`src/rtl/rr_mux_pipe_pkg.sv`:
```
`default_nettype none
// +--------------------------------------------------------------------------+
// | Package    : rr_mux_pipe_pkg                                             |
// | Description: Shared mode encoding and width helper for the round-robin   |
// |              / fixed-select pipelined multiplexer.                       |
// | Revision   : 1.0 - initial release                                       |
// +--------------------------------------------------------------------------+
package rr_mux_pipe_pkg;

  // Mode encoding of the mode input
  localparam logic MODE_FIXED = 1'b0;
  localparam logic MODE_RR    = 1'b1;

  // Ceiling log2, never less than 1 so a select bus always has a bit
  function automatic int clog2(input int n);
    int r;
    int v;
    r = 0;
    v = n - 1;
    while (v > 0) begin
      r++;
      v = v >> 1;
    end
    return (r < 1) ? 1 : r;
  endfunction

endpackage : rr_mux_pipe_pkg
`default_nettype wire

```
`src/rtl/rr_mux_pipe_if.sv`:
```
`default_nettype none
// +--------------------------------------------------------------------------+
// | Interface  : rr_mux_pipe_if                                              |
// | Description: Producer/consumer bundle of the pipelined mux.              |
// |   mode      : 0 = fixed select, 1 = round-robin                          |
// |   sel       : source index in fixed mode                                 |
// |   in_data   : NUM_IN packed channels, channel i at [i*WIDTH +: WIDTH]    |
// |   in_valid  : per-channel valid        in_ready : per-channel ready      |
// |   out_data  : registered beat          out_sel  : channel of that beat   |
// |   out_valid : beat held                out_ready: consumer accepts       |
// |   modport slave = mux side, modport master = environment side           |
// | Revision   : 1.0 - initial release                                       |
// +--------------------------------------------------------------------------+
interface rr_mux_pipe_if
  import rr_mux_pipe_pkg::*;
#(
  parameter int WIDTH  = 32,
  parameter int NUM_IN = 8
) ();
  localparam int SEL_W = clog2(NUM_IN);

  logic                    mode;
  logic [SEL_W-1:0]        sel;
  logic [NUM_IN*WIDTH-1:0] in_data;
  logic [NUM_IN-1:0]       in_valid;
  logic [NUM_IN-1:0]       in_ready;
  logic [WIDTH-1:0]        out_data;
  logic [SEL_W-1:0]        out_sel;
  logic                    out_valid;
  logic                    out_ready;

  modport slave (
    input  mode, sel, in_data, in_valid, out_ready,
    output in_ready, out_data, out_sel, out_valid
  );

  modport master (
    output mode, sel, in_data, in_valid, out_ready,
    input  in_ready, out_data, out_sel, out_valid
  );
endinterface : rr_mux_pipe_if
`default_nettype wire

```
`src/rtl/rr_mux_pipe_pick.sv`:
```
`default_nettype none
// +--------------------------------------------------------------------------+
// | Module     : rr_pick                                                     |
// | Description: Combinational rotate-priority search. Returns the first     |
// |              set request scanning ptr, ptr+1, ... modulo NUM_IN.         |
// |   req   : request vector          ptr : starting index                   |
// |   found : any request set         idx : index of the winner              |
// | Revision   : 1.0 - initial release                                       |
// +--------------------------------------------------------------------------+
module rr_pick
  import rr_mux_pipe_pkg::*;
#(
  parameter int NUM_IN = 8,
  parameter int SEL_W  = clog2(NUM_IN)
) (
  input  wire logic [NUM_IN-1:0] req,
  input  wire logic [SEL_W-1:0]  ptr,
  output logic                   found,
  output logic [SEL_W-1:0]       idx
);

  int w_start;
  int w_pos;

  always_comb begin
    found   = 1'b0;
    idx     = '0;
    // A pointer outside the channel range cannot occur in normal use;
    // fall back to channel 0 so the search stays well defined.
    w_start = (int'(ptr) < NUM_IN) ? int'(ptr) : 0;
    w_pos   = 0;
    for (int off = 0; off < NUM_IN; off++) begin
      w_pos = w_start + off;
      if (w_pos >= NUM_IN) begin
        w_pos = w_pos - NUM_IN;
      end
      if (!found && req[w_pos]) begin
        found = 1'b1;
        idx   = SEL_W'(w_pos);
      end
    end
  end

endmodule : rr_pick
`default_nettype wire

```
`src/rtl/rr_mux_pipe.sv`:
```
`default_nettype none
// +--------------------------------------------------------------------------+
// | Module     : rr_mux_pipe                                                 |
// | Description: N-to-1 data mux with one registered output stage and        |
// |              valid/ready handshakes on both sides. Source chosen by an   |
// |              external select (fixed mode) or a round-robin arbiter.      |
// |   clk : rising-edge clock      rst : synchronous active-high reset       |
// |   bus : rr_mux_pipe_if.slave (mode, sel, in_*, out_*)                    |
// | Revision   : 1.0 - initial release                                       |
// +--------------------------------------------------------------------------+
module rr_mux_pipe
  import rr_mux_pipe_pkg::*;
#(
  parameter int WIDTH  = 32,
  parameter int NUM_IN = 8
) (
  input wire logic     clk,
  input wire logic     rst,
  rr_mux_pipe_if.slave bus
);
  localparam int SEL_W = clog2(NUM_IN);

  logic [WIDTH-1:0] out_data_q,  out_data_d;
  logic [SEL_W-1:0] out_sel_q,   out_sel_d;
  logic             out_valid_q, out_valid_d;
  logic [SEL_W-1:0] rr_ptr_q,    rr_ptr_d;

  logic             w_rr_found;
  logic [SEL_W-1:0] w_rr_idx;
  logic             w_sel_ok;
  logic             w_found;
  logic [SEL_W-1:0] w_grant;
  logic             w_load_en;
  logic             w_in_xfer;
  logic [WIDTH-1:0] w_grant_data;
  logic [NUM_IN-1:0] w_in_ready;

  rr_pick #(
    .NUM_IN (NUM_IN),
    .SEL_W  (SEL_W)
  ) u_pick (
    .req   (bus.in_valid),
    .ptr   (rr_ptr_q),
    .found (w_rr_found),
    .idx   (w_rr_idx)
  );

  // Grant selection; depends on in_valid but only feeds in_ready and the
  // register inputs, never out_* directly.
  always_comb begin
    w_sel_ok = (int'(bus.sel) < NUM_IN);
    if (bus.mode == MODE_RR) begin
      w_found = w_rr_found;
      w_grant = w_rr_idx;
    end else begin
      // Out-of-range selects are never granted
      w_found = w_sel_ok && bus.in_valid[bus.sel];
      w_grant = bus.sel;
    end
  end

  // The single output stage can take a beat when empty or draining this edge
  assign w_load_en = !out_valid_q || bus.out_ready;
  assign w_in_xfer = !rst && w_load_en && w_found;

  always_comb begin
    w_in_ready   = '0;
    w_grant_data = '0;
    for (int i = 0; i < NUM_IN; i++) begin
      if (w_grant == SEL_W'(i)) begin
        w_in_ready[i] = w_in_xfer;
        w_grant_data  = bus.in_data[i*WIDTH +: WIDTH];
      end
    end
  end

  always_comb begin
    out_data_d  = out_data_q;
    out_sel_d   = out_sel_q;
    out_valid_d = out_valid_q;
    rr_ptr_d    = rr_ptr_q;
    if (w_in_xfer) begin
      // A new beat replaces a draining one in the same edge
      out_data_d  = w_grant_data;
      out_sel_d   = w_grant;
      out_valid_d = 1'b1;
      if (bus.mode == MODE_RR) begin
        rr_ptr_d = (int'(w_grant) == NUM_IN - 1) ? '0 : w_grant + 1'b1;
      end
    end else if (out_valid_q && bus.out_ready) begin
      // Drained with nothing behind it; data/sel left as they were
      out_valid_d = 1'b0;
    end
  end

  always_ff @(posedge clk) begin
    if (rst) begin
      out_data_q  <= '0;
      out_sel_q   <= '0;
      out_valid_q <= 1'b0;
      rr_ptr_q    <= '0;
    end else begin
      out_data_q  <= out_data_d;
      out_sel_q   <= out_sel_d;
      out_valid_q <= out_valid_d;
      rr_ptr_q    <= rr_ptr_d;
    end
  end

  assign bus.in_ready  = w_in_ready;
  assign bus.out_data  = out_data_q;
  assign bus.out_sel   = out_sel_q;
  assign bus.out_valid = out_valid_q;

endmodule : rr_mux_pipe
`default_nettype wire

```
`src/flat_wrapper.sv`:
```
// flat-port wrapper written by rule: the top's interface ports become plain ports
module rr_mux_pipe_flat import rr_mux_pipe_pkg::*;
#(
  parameter int WIDTH  = 32,
  parameter int NUM_IN = 8
)
  (clk, rst, bus_mode, bus_sel, bus_in_data, bus_in_valid, bus_out_ready, bus_in_ready, bus_out_data, bus_out_sel, bus_out_valid);
  rr_mux_pipe_if #(.WIDTH(WIDTH), .NUM_IN(NUM_IN)) bus_i ();
  input wire logic clk;
  input wire logic rst;
  input wire logic [$bits(bus_i.mode)-1:0] bus_mode;
  input wire logic [$bits(bus_i.sel)-1:0] bus_sel;
  input wire logic [$bits(bus_i.in_data)-1:0] bus_in_data;
  input wire logic [$bits(bus_i.in_valid)-1:0] bus_in_valid;
  input wire logic [$bits(bus_i.out_ready)-1:0] bus_out_ready;
  output wire logic [$bits(bus_i.in_ready)-1:0] bus_in_ready;
  output wire logic [$bits(bus_i.out_data)-1:0] bus_out_data;
  output wire logic [$bits(bus_i.out_sel)-1:0] bus_out_sel;
  output wire logic [$bits(bus_i.out_valid)-1:0] bus_out_valid;
  assign bus_i.mode = bus_mode;
  assign bus_i.sel = bus_sel;
  assign bus_i.in_data = bus_in_data;
  assign bus_i.in_valid = bus_in_valid;
  assign bus_i.out_ready = bus_out_ready;
  assign bus_in_ready = bus_i.in_ready;
  assign bus_out_data = bus_i.out_data;
  assign bus_out_sel = bus_i.out_sel;
  assign bus_out_valid = bus_i.out_valid;
  rr_mux_pipe #(.WIDTH(WIDTH), .NUM_IN(NUM_IN)) u_core (.clk(clk), .rst(rst), .bus(bus_i));
endmodule
```
`config.mk`:
```
export PLATFORM = sky130hd
export DESIGN_NAME = rr_mux_pipe_flat
export DESIGN_NICKNAME = d
export VERILOG_FILES = /design/src/rtl/rr_mux_pipe_pkg.sv /design/src/rtl/rr_mux_pipe_if.sv /design/src/rtl/rr_mux_pipe_pick.sv /design/src/rtl/rr_mux_pipe.sv /design/src/flat_wrapper.sv
export SDC_FILE = /design/constraint.sdc
export NUM_CORES = 1
export LEC_CHECK = 0
export ABC_AREA = 1
export CORE_MARGIN = 1.5
export CORE_UTILIZATION = 35
export CTS_CLUSTER_DIAMETER = 80
export DETAILED_ROUTE_END_ITERATION = 8
export GPL_ROUTABILITY_DRIVEN = 0
export PLACE_DENSITY = 0.78
export RECOVER_POWER = 50
export SETUP_SLACK_MARGIN = 0.05
export SLEW_MARGIN = 20
export SYNTH_ARGS = -nofsm -noshare
export SYNTH_HDL_FRONTEND = slang
export SYNTH_SLANG_ARGS = --single-unit
```
`constraint.sdc`:
```
create_clock -name clk -period 5 [get_ports clk]
set_clock_uncertainty 0.2 [all_clocks]
set_input_delay 1 -clock clk [delete_from_list [all_inputs] [get_ports clk]]
set_output_delay 1 -clock clk [all_outputs]
set_load 0.005 [all_outputs]
```
Word-level counts from Yosys, hierarchy flattened
Index checks and enable logic that the tools add are counted.
{"block": "word_totals", "elab_cells": 139, "in_bits": 271, "output_inout_bits": 44, "ff_bits": 39}
{"block": "classes", "n_lt_le_gt_ge": 17, "eq_ne": 8, "n_addsub": 16, "muxes": 71, "reduce_logical": 23}
{"operator": "$mux W32", "count": 16}
{"operator": "$lt A32 B5 Y1 const B", "count": 8}
{"operator": "$mux W1", "count": 36}
{"operator": "$sub A4 B4 Y5 const B", "count": 7}
{"operator": "$mux W3", "count": 10}
{"operator": "$ge A4 B4 Y1 const B", "count": 7}
{"operator": "$bmux W1 S3", "count": 9}
{"operator": "$add A3 B3 Y4 const B", "count": 4}
{"operator": "$eq A3 B3 Y1 const B", "count": 4}
{"operator": "$logic_and A1 B1 Y1", "count": 10}
{"operator": "$logic_not A1 Y1", "count": 9}
{"operator": "$add A3 B2 Y4 const B", "count": 2}
{"operator": "$eq A3 B1 Y1 const B", "count": 2}
{"operator": "$eq A3 B2 Y1 const B", "count": 2}
{"operator": "$sub A3 B4 Y5 const B", "count": 1}
{"operator": "$add A3 B1 Y4 const B", "count": 1}
{"operator": "$ge A3 B4 Y1 const B", "count": 1}
{"operator": "$lt A3 B4 Y1 const B", "count": 1}
{"operator": "$add A3 B1 Y3 const B", "count": 1}
{"operator": "$logic_not A3 Y1", "count": 1}
{"operator": "$reduce_and A2 Y1", "count": 1}
{"operator": "$reduce_bool A2 Y1", "count": 1}
{"operator": "$logic_or A1 B1 Y1", "count": 1}

Depth between registers and ports, before layout
Gate-level depths: netlist (run 1).
{"block": "logic_depth", "ltp_word": 37, "depth_mapped": 31}

Hierarchy
A second synthesis (run 1) with hierarchy kept.
{"block": "hier_totals", "cells_unflattened": 1199, "area_unflattened_um2": 5904.4}
{"mod": "rr_mux_pipe", "area_each_um2": 5202.5, "seq_area_each_um2": 780.7, "cells_each": 1063, "n_inst": 1}
{"mod": "rr_pick", "area_each_um2": 701.9, "seq_area_each_um2": 0.0, "cells_each": 136, "n_inst": 1}

Least setup slack after synthesis (run 1)
Ideal clock, no wire load.
{"block": "synth_path", "path_type": "register to output", "from": "reg u_core.rr_ptr_q[0]", "to": "out bus_in_ready[3]", "path_slack_ns": 0.555, "path_stages_with_launch": 21, "t_required_ns": 3.800, "arrival_time_ns": 3.245, "cell_sequence": "dfxtp_1 > buf_4 > inv_2 > buf_6 > ha_1 > inv_1 > nand3_1 > nand3_2 > nand2_2 > nor2_2 > nand4_2 > nor3_2 > nand2_1 > o21ai_0 > inv_1 > a22oi_1 > ha_1 > ha_1 > clkinv_1 > clkbuf_1 > nor2_1"}
{"block": "synth_between", "elab_chain_cells": 30}
{"item": "start, declared", "line": "rr_mux_pipe.sv:26", "source": "logic [SEL_W-1:0] rr_ptr_q, rr_ptr_d;"}
{"item": "start signal, assigned", "line": "rr_mux_pipe.sv:106", "source": "rr_ptr_q <= rr_ptr_d;"}
{"item": "branches (longest 26 deep; another with $sub A4 B4 Y5)"}
{"item": "$mux W3 (*)", "line": "rr_mux_pipe_pick.sv:37", "source": "if (!found && req[w_pos]) begin"}
{"item": "$mux W3 (*)", "line": "rr_mux_pipe.sv:52", "source": "if (bus.mode == MODE_RR) begin"}
{"item": "named net u_core.w_grant[1]", "line": "rr_mux_pipe.sv:32", "source": "logic [SEL_W-1:0] w_grant;"}
{"item": "$eq A3 B2 Y1 (*)", "line": "rr_mux_pipe.sv:70", "source": "if (w_grant == SEL_W'(i)) begin"}
{"item": "$mux W1 (*)", "line": "rr_mux_pipe.sv:70"}
{"item": "end, declared", "line": "flat_wrapper.sv:16", "source": "output wire logic [$bits(bus_i.in_ready)-1:0] bus_in_ready;"}
Mark *: on every way through the listed nets, which the timed path passes. The select of a mux whose other input is x is not followed.

Final worst setup path (run 1)
{"block": "layout_path", "from": "in bus_in_valid[4]", "to": "out bus_in_ready[2]"}
{"block": "layout_between", "elab_chain_cells": 28}
{"item": "start, declared", "line": "flat_wrapper.sv:14", "source": "input wire logic [$bits(bus_i.in_valid)-1:0] bus_in_valid;"}
{"item": "$bmux W1 S3", "line": "rr_mux_pipe_pick.sv:37"}
{"item": "$mux W1 (implied by the code) (2 in series)", "line": "rr_mux_pipe_pick.sv:37"}
{"item": "$mux W1", "line": "rr_mux_pipe_pick.sv:37"}
{"item": "$logic_not A1 Y1", "line": "rr_mux_pipe_pick.sv:37"}
{"item": "$logic_and A1 B1 Y1", "line": "rr_mux_pipe_pick.sv:37"}
{"item": "$mux W1", "line": "rr_mux_pipe_pick.sv:37"}
{"item": "$logic_not A1 Y1", "line": "rr_mux_pipe_pick.sv:37"}
{"item": "$logic_and A1 B1 Y1", "line": "rr_mux_pipe_pick.sv:37"}
{"item": "[12 not listed]"}
{"item": "$mux W1", "line": "rr_mux_pipe_pick.sv:37"}
{"item": "$logic_not A1 Y1", "line": "rr_mux_pipe_pick.sv:37"}
{"item": "$logic_and A1 B1 Y1", "line": "rr_mux_pipe_pick.sv:37"}
{"item": "$mux W3 (*)", "line": "rr_mux_pipe_pick.sv:37"}
{"item": "$mux W3 (*)", "line": "rr_mux_pipe.sv:52"}
{"item": "named net u_core.w_grant[1]", "line": "rr_mux_pipe.sv:32"}
{"item": "$eq A3 B2 Y1 (*)", "line": "rr_mux_pipe.sv:70"}
{"item": "$mux W1 (*)", "line": "rr_mux_pipe.sv:70"}
Mark *: on every way through the listed nets, which the timed path passes. The rest lies on a longest branch. The select of a mux whose other input is x is not followed.

==> flow_metrics.py, run 1 <==
metrics = {
    "placement": {
        "io_buffers": 314,
        "place_ws_ns": -0.341,
        "dpl.hpwl_um": 18900,
    },
    "critical_path": {
        "endpoint": "bus_in_ready[2]",
        "r2r-start": "u_core.rr_ptr_q[1]",
        "cpLargestDelayFamily": "simple AND/OR/NAND/NOR gates",
        "path_cells": "dlygate4sd2_1 -> nand2_2 -> nand3_1 -> nand2_1 -> nand2_1 -> nand2_2 -> nand4_2 -> nor3_1 -> nand2_1 -> o21ai_1 -> inv_1 -> a22oi_2 -> buf_4 -> buf_4 -> ha_2 -> nand2_2 -> nor2_1 -> dlygate4sd2_1",
        "start_kind": "input pin",
        "cp.depth": 18,
        "timing.rr.end": "u_core.bus.out_data[11]",
        "cp-startpoint": "bus_in_valid[4]",
        "path_class": "in -> out",
        "worst-path-buf-inv": 5,
        "crit_slowest_cell": "dlygate4sd2_1",
        "critPathRequiredTime_ns": 3.80,
        "crit_path_end_kind": "primary output",
        "cp_data_arrival_time_ns": 3.65,
        "crit_fanout": 3,
        "reg2reg_depth": 29,
        "slowest_delay_ns": 0.29,
        "ff2ff_setup_slack_ns": 0.43,
    },
    "sta": {
        "fin_ws_ns": 0.146,
        "finalHoldViolCount": 0,
        "rsz0062_at_grt": "no",
        "maxSlewHeadroom": 0.0927,
        "fin_crit_ns": 4.85,
        "fin_setup_tns_ns": 0,
        "fmax_ghz": 0.206,
        "worst_hold_slack_ns": 0.260,
        "fin_crit_sh": 0.971,
        "drv_slew": 0,
        "setup_viol": 0,
        "worst_pin_slew_ns": 1.36,
    },
    "global_routing": {
        "overflow": 0,
        "grt_max_degree": 63,
        "grt_usage": 0.284,
        "antenna_found_initial": 0,
        "grt_pass1_vias": 7037,
        "grt_pass1_wl_um": 37000,
    },
    "status": {
        "status": "completed",
    },
    "logic_synthesis": {
        "yosys-top-cells-area": "nand2_1, dfxtp_1, inv_1",
        "yosysSeqAreaShare": 0.142,
        "synth.cell_area_mm2": 0.00549,
        "synth_edf_count": 0,
        "yosys_warnings": 0,
        "ys_types": 40,
        "synth.avg_cell_area_um2": 5.02,
        "yosysMostFrequentCell": "nand2_1",
        "ys.flop_type": "dfxtp_1",
        "synthTopCellsByCount": "nand2_1, inv_1, nor2_1",
        "synth_cells": 1094,
        "netlist.area_leader.share": 0.261,
        "syn_nets": 1372,
        "synthArstFlopShare": 0,
        "synth-seq-cells": 39,
        "yosys.area.top_type": "nand2_1",
    },
    "route": {
        "firstDrtPassIters": 6,
        "drt_iter0_markers": 501,
        "ant_nets": 0,
        "drt_wl_total_um": 24600,
        "vias": 7894,
        "drc": 0,
        "viasPerCell": 4.90,
        "wl_per_cell_um": 15.3,
    },
    "pwr": {
        "power_density_mw_per_mm2": 251,
        "power.total_mw": 2.31,
        "ir_drop_uv": 173,
        "p_leak_nw": 4.72,
    },
    "clock_tree": {
        "ctsHoldBuffers": 0,
        "cts_buffers": 5,
        "clock_sinks": 39,
        "insertion_delay_ns": 0.29,
        "root_buffer": "clkbuf_16",
        "clk_pin_slew_worst_paths_ns": 0.06,
        "ctsHtreeMaxLevel": 2,
        "clock_path_buffers": 2,
        "cts_tree": "done",
    },
    "min_path": {
        "hp-class": "reg -> reg",
    },
    "die": {
        "placementRows": 45,
        "dieArea_mm2": 0.0165,
        "ioPinCount": 315,
        "die_y_um": 128,
        "core_mm2": 0.0153,
        "initial_utilization": 0.360,
        "die_w_um": 128,
    },
    "final_layout": {
        "diodes": 0,
        "finish.utilization": 0.604,
        "fillCellCount": 1496,
        "drive_gt1_frac": 0.0821,
        "area_growth_syn_to_layout_pct": 67.7,
        "fin_nets": 1678,
    },
    "job": {
        "drv_cap": 0,
    },
}
## per-stage QoR
stage          cell area, um2  cells
2_1_floorplan            5490   1094
3_5_place_dp             8940   1597
4_1_cts                  9140   1609
6_report                 9210   1612
3_3_place_gp             8940   1597
5_1_grt                  9210   1612
## layout make-up
type	count	area [um2]	share of cell area
clock buffer	6	129	0.0140
tap	211	264	0.0287
multi-input combinational	819	3830	0.416
clock inverter	2	12.5	0.00136
timing repair buffer	369	3570	0.387
inverter	166	628	0.0682
sequential	39	781	0.0848
## worst min-delay path by stage
stage	endpoint	slack [ns]	cells past startpoint	startpoint
floorplan	u_core.bus.out_data[10]	0.26	2	u_core.bus.out_data[10]
global placement	u_core.bus.out_data[9]	0.25	2	u_core.bus.out_data[9]
detailed placement	u_core.bus.out_data[9]	0.25	2	u_core.bus.out_data[9]
CTS	u_core.bus.out_data[9]	0.26	2	u_core.bus.out_data[9]
global route	u_core.bus.out_data[6]	0.28	2	u_core.bus.out_data[6]
finish	u_core.bus.out_data[9]	0.26	2	u_core.bus.out_data[9]
## power by group
part           switching [mW]  internal [mW]
Combinational           0.884          0.704
Clock                   0.144          0.185
Sequential             0.0296          0.362
## tightest hold or removal path, stage by stage (launching register included)
cell and delay (ns):
dfxtp_1 0.31, nand2_1 0.06, a21oi_1 0.05
## metal layers
metal  up-vias  wire (um)  GRT usage
li1       4025          -          -
met1      3469      10200      0.369
met2       353      11800      0.492
met3        47       2020     0.0442
met4         0        597     0.0720
met5         -          0          0
## sequential cells by signal, indices dropped and copies added (netlist names)
signal and count:
u_core.bus.out_data 32, u_core.rr_ptr_q 3, u_core.bus.out_sel 3, u_core.bus.out_valid 1
## layout by cell type (no fill, tap or decap), types with 2 or more instances in the layout
cell	instances
a22oi_1	2
clkbuf_16	5
ha_2	4
o21ai_1	28
a21oi_1	55
buf_12	2
clkbuf_1	3
dlygate4sd3_1	37
dlymetal6s2s_1	3
nand3_1	79
ha_1	2
nand2_2	13
clkdlybuf4s50_1	261
or2_0	7
a22o_1	13
nor3_1	5
o211ai_1	2
xnor2_1	2
or2_2	6
buf_4	51
o21ai_0	27
dfxtp_1	39
inv_4	2
inv_2	8
inv_1	155
nor2_4	3
xor2_1	3
nor2_1	127
nand2_1	378
nand3_2	10
nand4_1	39
dlygate4sd2_1	11
## kinds of logic (layout without fill, tap and decap cells)
kind of cell,after synthesis,after routing,synth area share
AO/OA/AOI/OAI,136,136,0.138
XOR/XNOR,5,5,0.00797
adder cells (fa/ha/maj),7,7,0.0159
buffers and inverters,236,543,0.177
flip-flops,39,39,0.142
AND/OR/NAND/NOR,671,671,0.518
## what timing repair did
item                                    CTS  global route
gates resized for setup                  28            19
endpoints found under the setup margin    8            32
buffers inserted                          4             3
pin swaps                                 7             6
Power figures use the tool's default switching activity.
==> run 2, diff against run 1 <==
--- a/config.mk
+++ b/config.mk
@@ -11,7 +11,7 @@
 export CTS_CLUSTER_DIAMETER = 80
 export DETAILED_ROUTE_END_ITERATION = 8
 export GPL_ROUTABILITY_DRIVEN = 0
-export PLACE_DENSITY = 0.78
+export PLACE_DENSITY = 0.81
 export RECOVER_POWER = 50
 export SETUP_SLACK_MARGIN = 0.05
 export SLEW_MARGIN = 20
==> constraint.sdc (replaced) <==
create_clock -name clk -period 4.3 [get_ports clk]
set_clock_uncertainty 0.2 [all_clocks]
set_input_delay 0.86 -clock clk [delete_from_list [all_inputs] [get_ports clk]]
set_output_delay 0.86 -clock clk [all_outputs]
set_load 0.005 [all_outputs]
==> run 2 against run 1 <==
Against the previous run: count of clock-buffer cells in the layout rose by 1; total power rose by 23%; design area increased by 5.2%; critical endpoint unchanged.
==> flow_metrics.py, run 2 (synthesis gave the netlist of run 1 again) <==
metrics = {
    "die": {
        "initial_utilization": 0.360,
        "dieArea_mm2": 0.0165,
        "placementRows": 45,
        "core_mm2": 0.0153,
        "die_y_um": 128,
        "die_w_um": 128,
        "ioPinCount": 315,
    },
    "route": {
        "drt_wl_total_um": 25600,
        "viasPerCell": 4.96,
        "drt_iter0_markers": 610,
        "firstDrtPassIters": 5,
        "drc": 0,
        "vias": 8088,
        "ant_nets": 0,
        "wl_per_cell_um": 15.7,
    },
    "min_path": {
        "hp-class": "reg -> reg",
        "hold_start": "u_core.bus.out_data[21]",
        "hold_path_depth": 2,
        "hold_path_end": "u_core.bus.out_data[21]",
    },
    "pwr": {
        "power_frac_clock": 0.131,
        "power.total_mw": 2.84,
        "internal-power_mw": 1.53,
        "power_density_mw_per_mm2": 293,
        "p_sw_mw": 1.31,
        "swShare": 0.462,
        "ir_drop_uv": 191,
        "power_frac_comb": 0.707,
        "p_leak_nw": 4.81,
        "power_frac_seq": 0.162,
    },
    "sta": {
        "setup_viol": 0,
        "finalHoldViolCount": 0,
        "fmax_ghz": 0.235,
        "fin_crit_sh": 0.989,
        "drv_slew": 0,
        "worst_hold_slack_ns": 0.261,
        "rsz0062_at_grt": "yes",
        "maxSlewHeadroom": 0.175,
        "fin_crit_ns": 4.25,
        "fin_ws_ns": 0.0471,
        "worst_pin_slew_ns": 1.24,
        "fin_setup_tns_ns": 0,
    },
    "final_layout": {
        "regArea_um2": 786,
        "final_cell_mix": "nand2_1, clkdlybuf4s50_1, inv_1",
        "layout_commonest_cell": "nand2_1",
        "fillCellCount": 1374,
        "area_growth_syn_to_layout_pct": 76.4,
        "fin_nets": 1695,
        "drive_gt1_frac": 0.140,
        "largest_register_ff_count": 32,
        "fin_area_mm2": 0.00969,
        "multi_input_area_mm2": 0.00418,
    },
    "placement": {
        "place_area_mm2": 0.00907,
        "io_buffers": 314,
        "place_ws_ns": -0.803,
        "dpl.hpwl_um": 19200,
    },
    "global_routing": {
        "grt_pass1_vias": 7484,
        "overflow": 0,
        "grt_busiest_layer": "met2",
        "grt_pass1_wl_um": 38300,
        "grt_max_degree": 61,
        "grt.met3_usage": 0.0513,
        "use_met1": 0.373,
        "grt_usage": 0.296,
        "antenna_found_initial": 0,
        "grtUsageMet2": 0.498,
    },
    "critical_path": {
        "path_class": "reg -> out",
        "critPathRequiredTime_ns": 3.24,
        "reg2reg_depth": 28,
        "cpLargestDelayFamily": "simple AND/OR/NAND/NOR gates",
        "crit_slowest_cell": "dfxtp_4",
        "path_cells": "inv_2 -> ha_4 -> buf_6 -> nand3_2 -> nand3_2 -> nand2_4 -> nor2_4 -> nand4_4 -> nor3_4 -> nand2_2 -> o21ai_2 -> inv_1 -> a22oi_2 -> buf_4 -> buf_4 -> ha_4 -> nand2_2 -> nor2_4 -> buf_2",
        "start_kind": "register",
        "crit_path_end_kind": "primary output",
        "ff2ff_setup_slack_ns": 0.26,
        "r2r-start": "u_core.rr_ptr_q[0]",
        "crit_fanout": 5,
        "cp_data_arrival_time_ns": 3.19,
        "slowest_delay_ns": 0.36,
        "timing.rr.end": "u_core.bus.out_data[24]",
        "worst-path-buf-inv": 6,
    },
    "clock_tree": {
        "insertion_delay_ns": 0.29,
        "clock_path_buffers": 2,
        "cts_buffers": 5,
        "root_buffer": "clkbuf_16",
        "cts_tree": "done",
        "ctsHtreeMaxLevel": 2,
        "clock_sinks": 39,
        "clk_pin_slew_worst_paths_ns": 0.06,
    },
    "job": {
        "drv_cap": 0,
    },
    "status": {
        "status": "completed",
    },
}
run 2: power by group through the flow:
stage                     clock [mW]  combinational, mW  sequential, mW
final                          0.373               2.01           0.458
after global routing           0.392               2.21           0.466
after CTS                      0.379               1.92           0.458
after detailed placement           0               1.84           0.464
after global placement             0               1.81           0.463
after floorplan                    0               1.06           0.461
run 2: what timing repair did:
| action | in CTS | in global routing |
|---|---|---|
| setup endpoints to repair | 40 | 40 |
| pin swaps | 21 | 26 |
| setup buffers | 8 | 2 |
| hold buffers | 0 | 0 |
| gates resized for setup | 104 | 68 |
run 2: how the worst max path moves through the flow:
stage,from,to,cells after the start
2_1_floorplan,u_core.rr_ptr_q[0],bus_in_ready[5],21
3_3_place_gp,bus_in_valid[7],bus_in_ready[6],17
3_5_place_dp,bus_in_valid[7],bus_in_ready[6],17
4_1_cts,bus_in_valid[1],bus_in_ready[0],19
5_1_grt,u_core.rr_ptr_q[0],bus_in_ready[0],20
6_report,u_core.rr_ptr_q[0],bus_in_ready[2],19
run 2: layer usage:
metal	up-vias	routed length [um]
li1	4051	-
met3	85	1950
met2	390	12400
met1	3562	10200
met5	-	0
met4	0	1050
run 2: final cells by class:
cell class / count / share of cell area
antenna: 1 / 0.000258
clock buffer: 7 / 0.0137
clock inverter: 1 / 0.000517
inverter: 166 / 0.0655
multi-input combinational: 819 / 0.431
sequential: 39 / 0.0811
tap: 211 / 0.0273
timing repair buffer: 386 / 0.380
run 2: worst min-delay path, delay by kind of cell (launching register included):
kind | cells | cell delay (ns)
compound gates | 1 | 0.05
flops | 1 | 0.30
simple gates | 1 | 0.06
run 2: metrics by stage:
step / utilization / instances
3_5_place_dp: 0.595 / 1611
6_report: 0.635 / 1630
3_3_place_gp: 0.595 / 1611
2_1_floorplan: - / 1094
4_1_cts: 0.623 / 1627
5_1_grt: 0.635 / 1629
==> run 3, diff against run 2 <==
--- a/config.mk
+++ b/config.mk
@@ -6,12 +6,14 @@
 export NUM_CORES = 1
 export LEC_CHECK = 0
 export ABC_AREA = 1
+export CORE_ASPECT_RATIO = 1.2
 export CORE_MARGIN = 1.5
 export CORE_UTILIZATION = 35
 export CTS_CLUSTER_DIAMETER = 80
 export DETAILED_ROUTE_END_ITERATION = 8
+export DONT_BUFFER_PORTS = 1
 export GPL_ROUTABILITY_DRIVEN = 0
-export PLACE_DENSITY = 0.81
+export PLACE_DENSITY = 0.54
 export RECOVER_POWER = 50
 export SETUP_SLACK_MARGIN = 0.05
 export SLEW_MARGIN = 20
==> run 3 against run 2 <==
Against the previous run: global-route usage shrank 4.7 points; combinational power decreased by 23%; final cell count is 22% lower; sequential power is 4% higher.
==> flow_metrics.py, run 3 (synthesis gave the netlist of run 1 again) <==
metrics = {
    "status": {
        "status": "completed",
    },
    "final_layout": {
        "fillCellCount": 1843,
        "drive_gt1_frac": 0.107,
        "fin_nets": 1347,
        "area_growth_syn_to_layout_pct": 11.7,
        "largest_register_ff_count": 32,
        "final_cell_mix": "nand2_1, inv_1, nor2_1",
        "layout_commonest_cell": "nand2_1",
        "fin_area_mm2": 0.00613,
        "finish.utilization": 0.397,
        "diodes": 0,
    },
    "sta": {
        "finalHoldViolCount": 0,
        "setup_viol": 0,
        "drv_slew": 0,
        "fin_setup_tns_ns": 0,
        "fin_crit_ns": 4.24,
        "maxSlewHeadroom": 0.658,
        "rsz0062_at_grt": "yes",
        "fin_crit_sh": 0.985,
        "worst_hold_slack_ns": 0.279,
        "worst_pin_slew_ns": 0.513,
        "fmax_ghz": 0.236,
    },
    "clock_tree": {
        "cts_buffers": 5,
        "clk_pin_slew_worst_paths_ns": 0.06,
        "root_buffer": "clkbuf_16",
        "ctsHtreeMaxLevel": 2,
        "cts_tree": "done",
        "clock_sinks": 39,
        "clock_path_buffers": 2,
        "insertion_delay_ns": 0.28,
    },
    "global_routing": {
        "grt_max_degree": 52,
        "grt_pass1_vias": 6242,
        "overflow": 0,
        "grt_usage": 0.249,
        "antenna_found_initial": 0,
        "grt_pass1_wl_um": 32500,
    },
    "pwr": {
        "p_leak_nw": 3.29,
        "ir_drop_uv": 160,
        "power.total_mw": 2.51,
        "power_density_mw_per_mm2": 409,
    },
    "route": {
        "drt_wl_total_um": 22200,
        "vias": 6627,
        "ant_nets": 0,
        "wl_per_cell_um": 17.3,
        "viasPerCell": 5.19,
        "drt_iter0_markers": 429,
        "firstDrtPassIters": 5,
        "drc": 0,
    },
    "die": {
        "die_w_um": 117,
        "ioPinCount": 315,
        "die_y_um": 140,
        "core_mm2": 0.0155,
        "initial_utilization": 0.355,
        "placementRows": 50,
        "dieArea_mm2": 0.0165,
    },
    "critical_path": {
        "cp_data_arrival_time_ns": 3.18,
        "start_kind": "register",
        "path_cells": "xor2_1 -> nand3_1 -> and2_1 -> nand2_1 -> a21oi_2 -> nand3_1 -> nor2_2 -> nor4_2 -> a22oi_2 -> inv_2 -> ha_2 -> buf_12 -> nand2_2 -> nor2_2",
        "crit_slowest_cell": "dfxtp_1",
        "critPathRequiredTime_ns": 3.24,
        "crit_fanout": 33,
        "slowest_delay_ns": 0.56,
        "path_class": "reg -> out",
        "crit_path_end_kind": "primary output",
    },
    "min_path": {
        "hp-class": "reg -> reg",
    },
    "placement": {
        "place_area_mm2": 0.00570,
        "dpl.hpwl_um": 17200,
        "io_buffers": 0,
    },
    "job": {
        "drv_cap": 0,
    },
}
[run 3: area by class of cell]
cell class,instances,area [um2],share of cell area
clock buffers,6,129,0.0210
clock inverters,2,60.1,0.00979
inverters,166,628,0.102
multi-input cells,819,3900,0.636
flip-flops and latches,39,786,0.128
well taps,208,260,0.0424
repair buffers,38,372,0.0606
[run 3: worst paths after layout]
kind                                              from                       to  slack (ns)  depth (start not counted)
worst max-delay path                u_core.rr_ptr_q[2]          bus_in_ready[5]        0.06                         14
worst min-delay path            u_core.bus.out_data[5]   u_core.bus.out_data[5]        0.28                          2
worst max register to register      u_core.rr_ptr_q[2]  u_core.bus.out_data[27]        0.22                         22
worst min register to register  u_core.bus.out_data[5]   u_core.bus.out_data[5]        0.28                          2
[run 3: through the flow]
| step | worst slack (ns) | cells |
|---|---|---|
| final | 0.0646 | 1278 |
| after global routing | -0.129 | 1278 |
| after CTS | 0.00207 | 1273 |
| after detailed placement | -0.0233 | 1264 |
| after global placement | 0.0520 | 1264 |
| after floorplan | 0.0693 | 1094 |
[run 3: layer usage]
layer / GRT usage / share of wire / up-vias
met5: 0 / 0 / -
met1: 0.273 / 0.37 / 2938
met2: 0.459 / 0.51 / 279
li1: - / - / 3350
met3: 0.0440 / 0.064 / 60
met4: 0.127 / 0.055 / 0
[run 3: timing repair]
action,CTS,global route
buffers inserted,0,5
gates cloned,1,0
hold buffers,0,0
endpoints found under the setup margin,10,40
pin swaps,0,8
gates resized for setup,11,38
[run 3: worst max-delay path, delay by kind of cell (launching register included)]
| family | cells | cell delay, ns |
|---|---|---|
| flip-flops | 1 | 0.56 |
| adder cells (fa/ha/maj) | 1 | 0.22 |
| AND/OR/NAND/NOR | 8 | 1.30 |
| XOR/XNOR | 1 | 0.31 |
| buffers and inverters | 2 | 0.30 |
| AO/OA/AOI/OAI | 2 | 0.22 |
[run 3: report_power, final]
part	internal, mW	switching [mW]
clock	0.333	0.150
combinational	0.525	1.03
sequential	0.422	0.0527
total	1.28	1.23
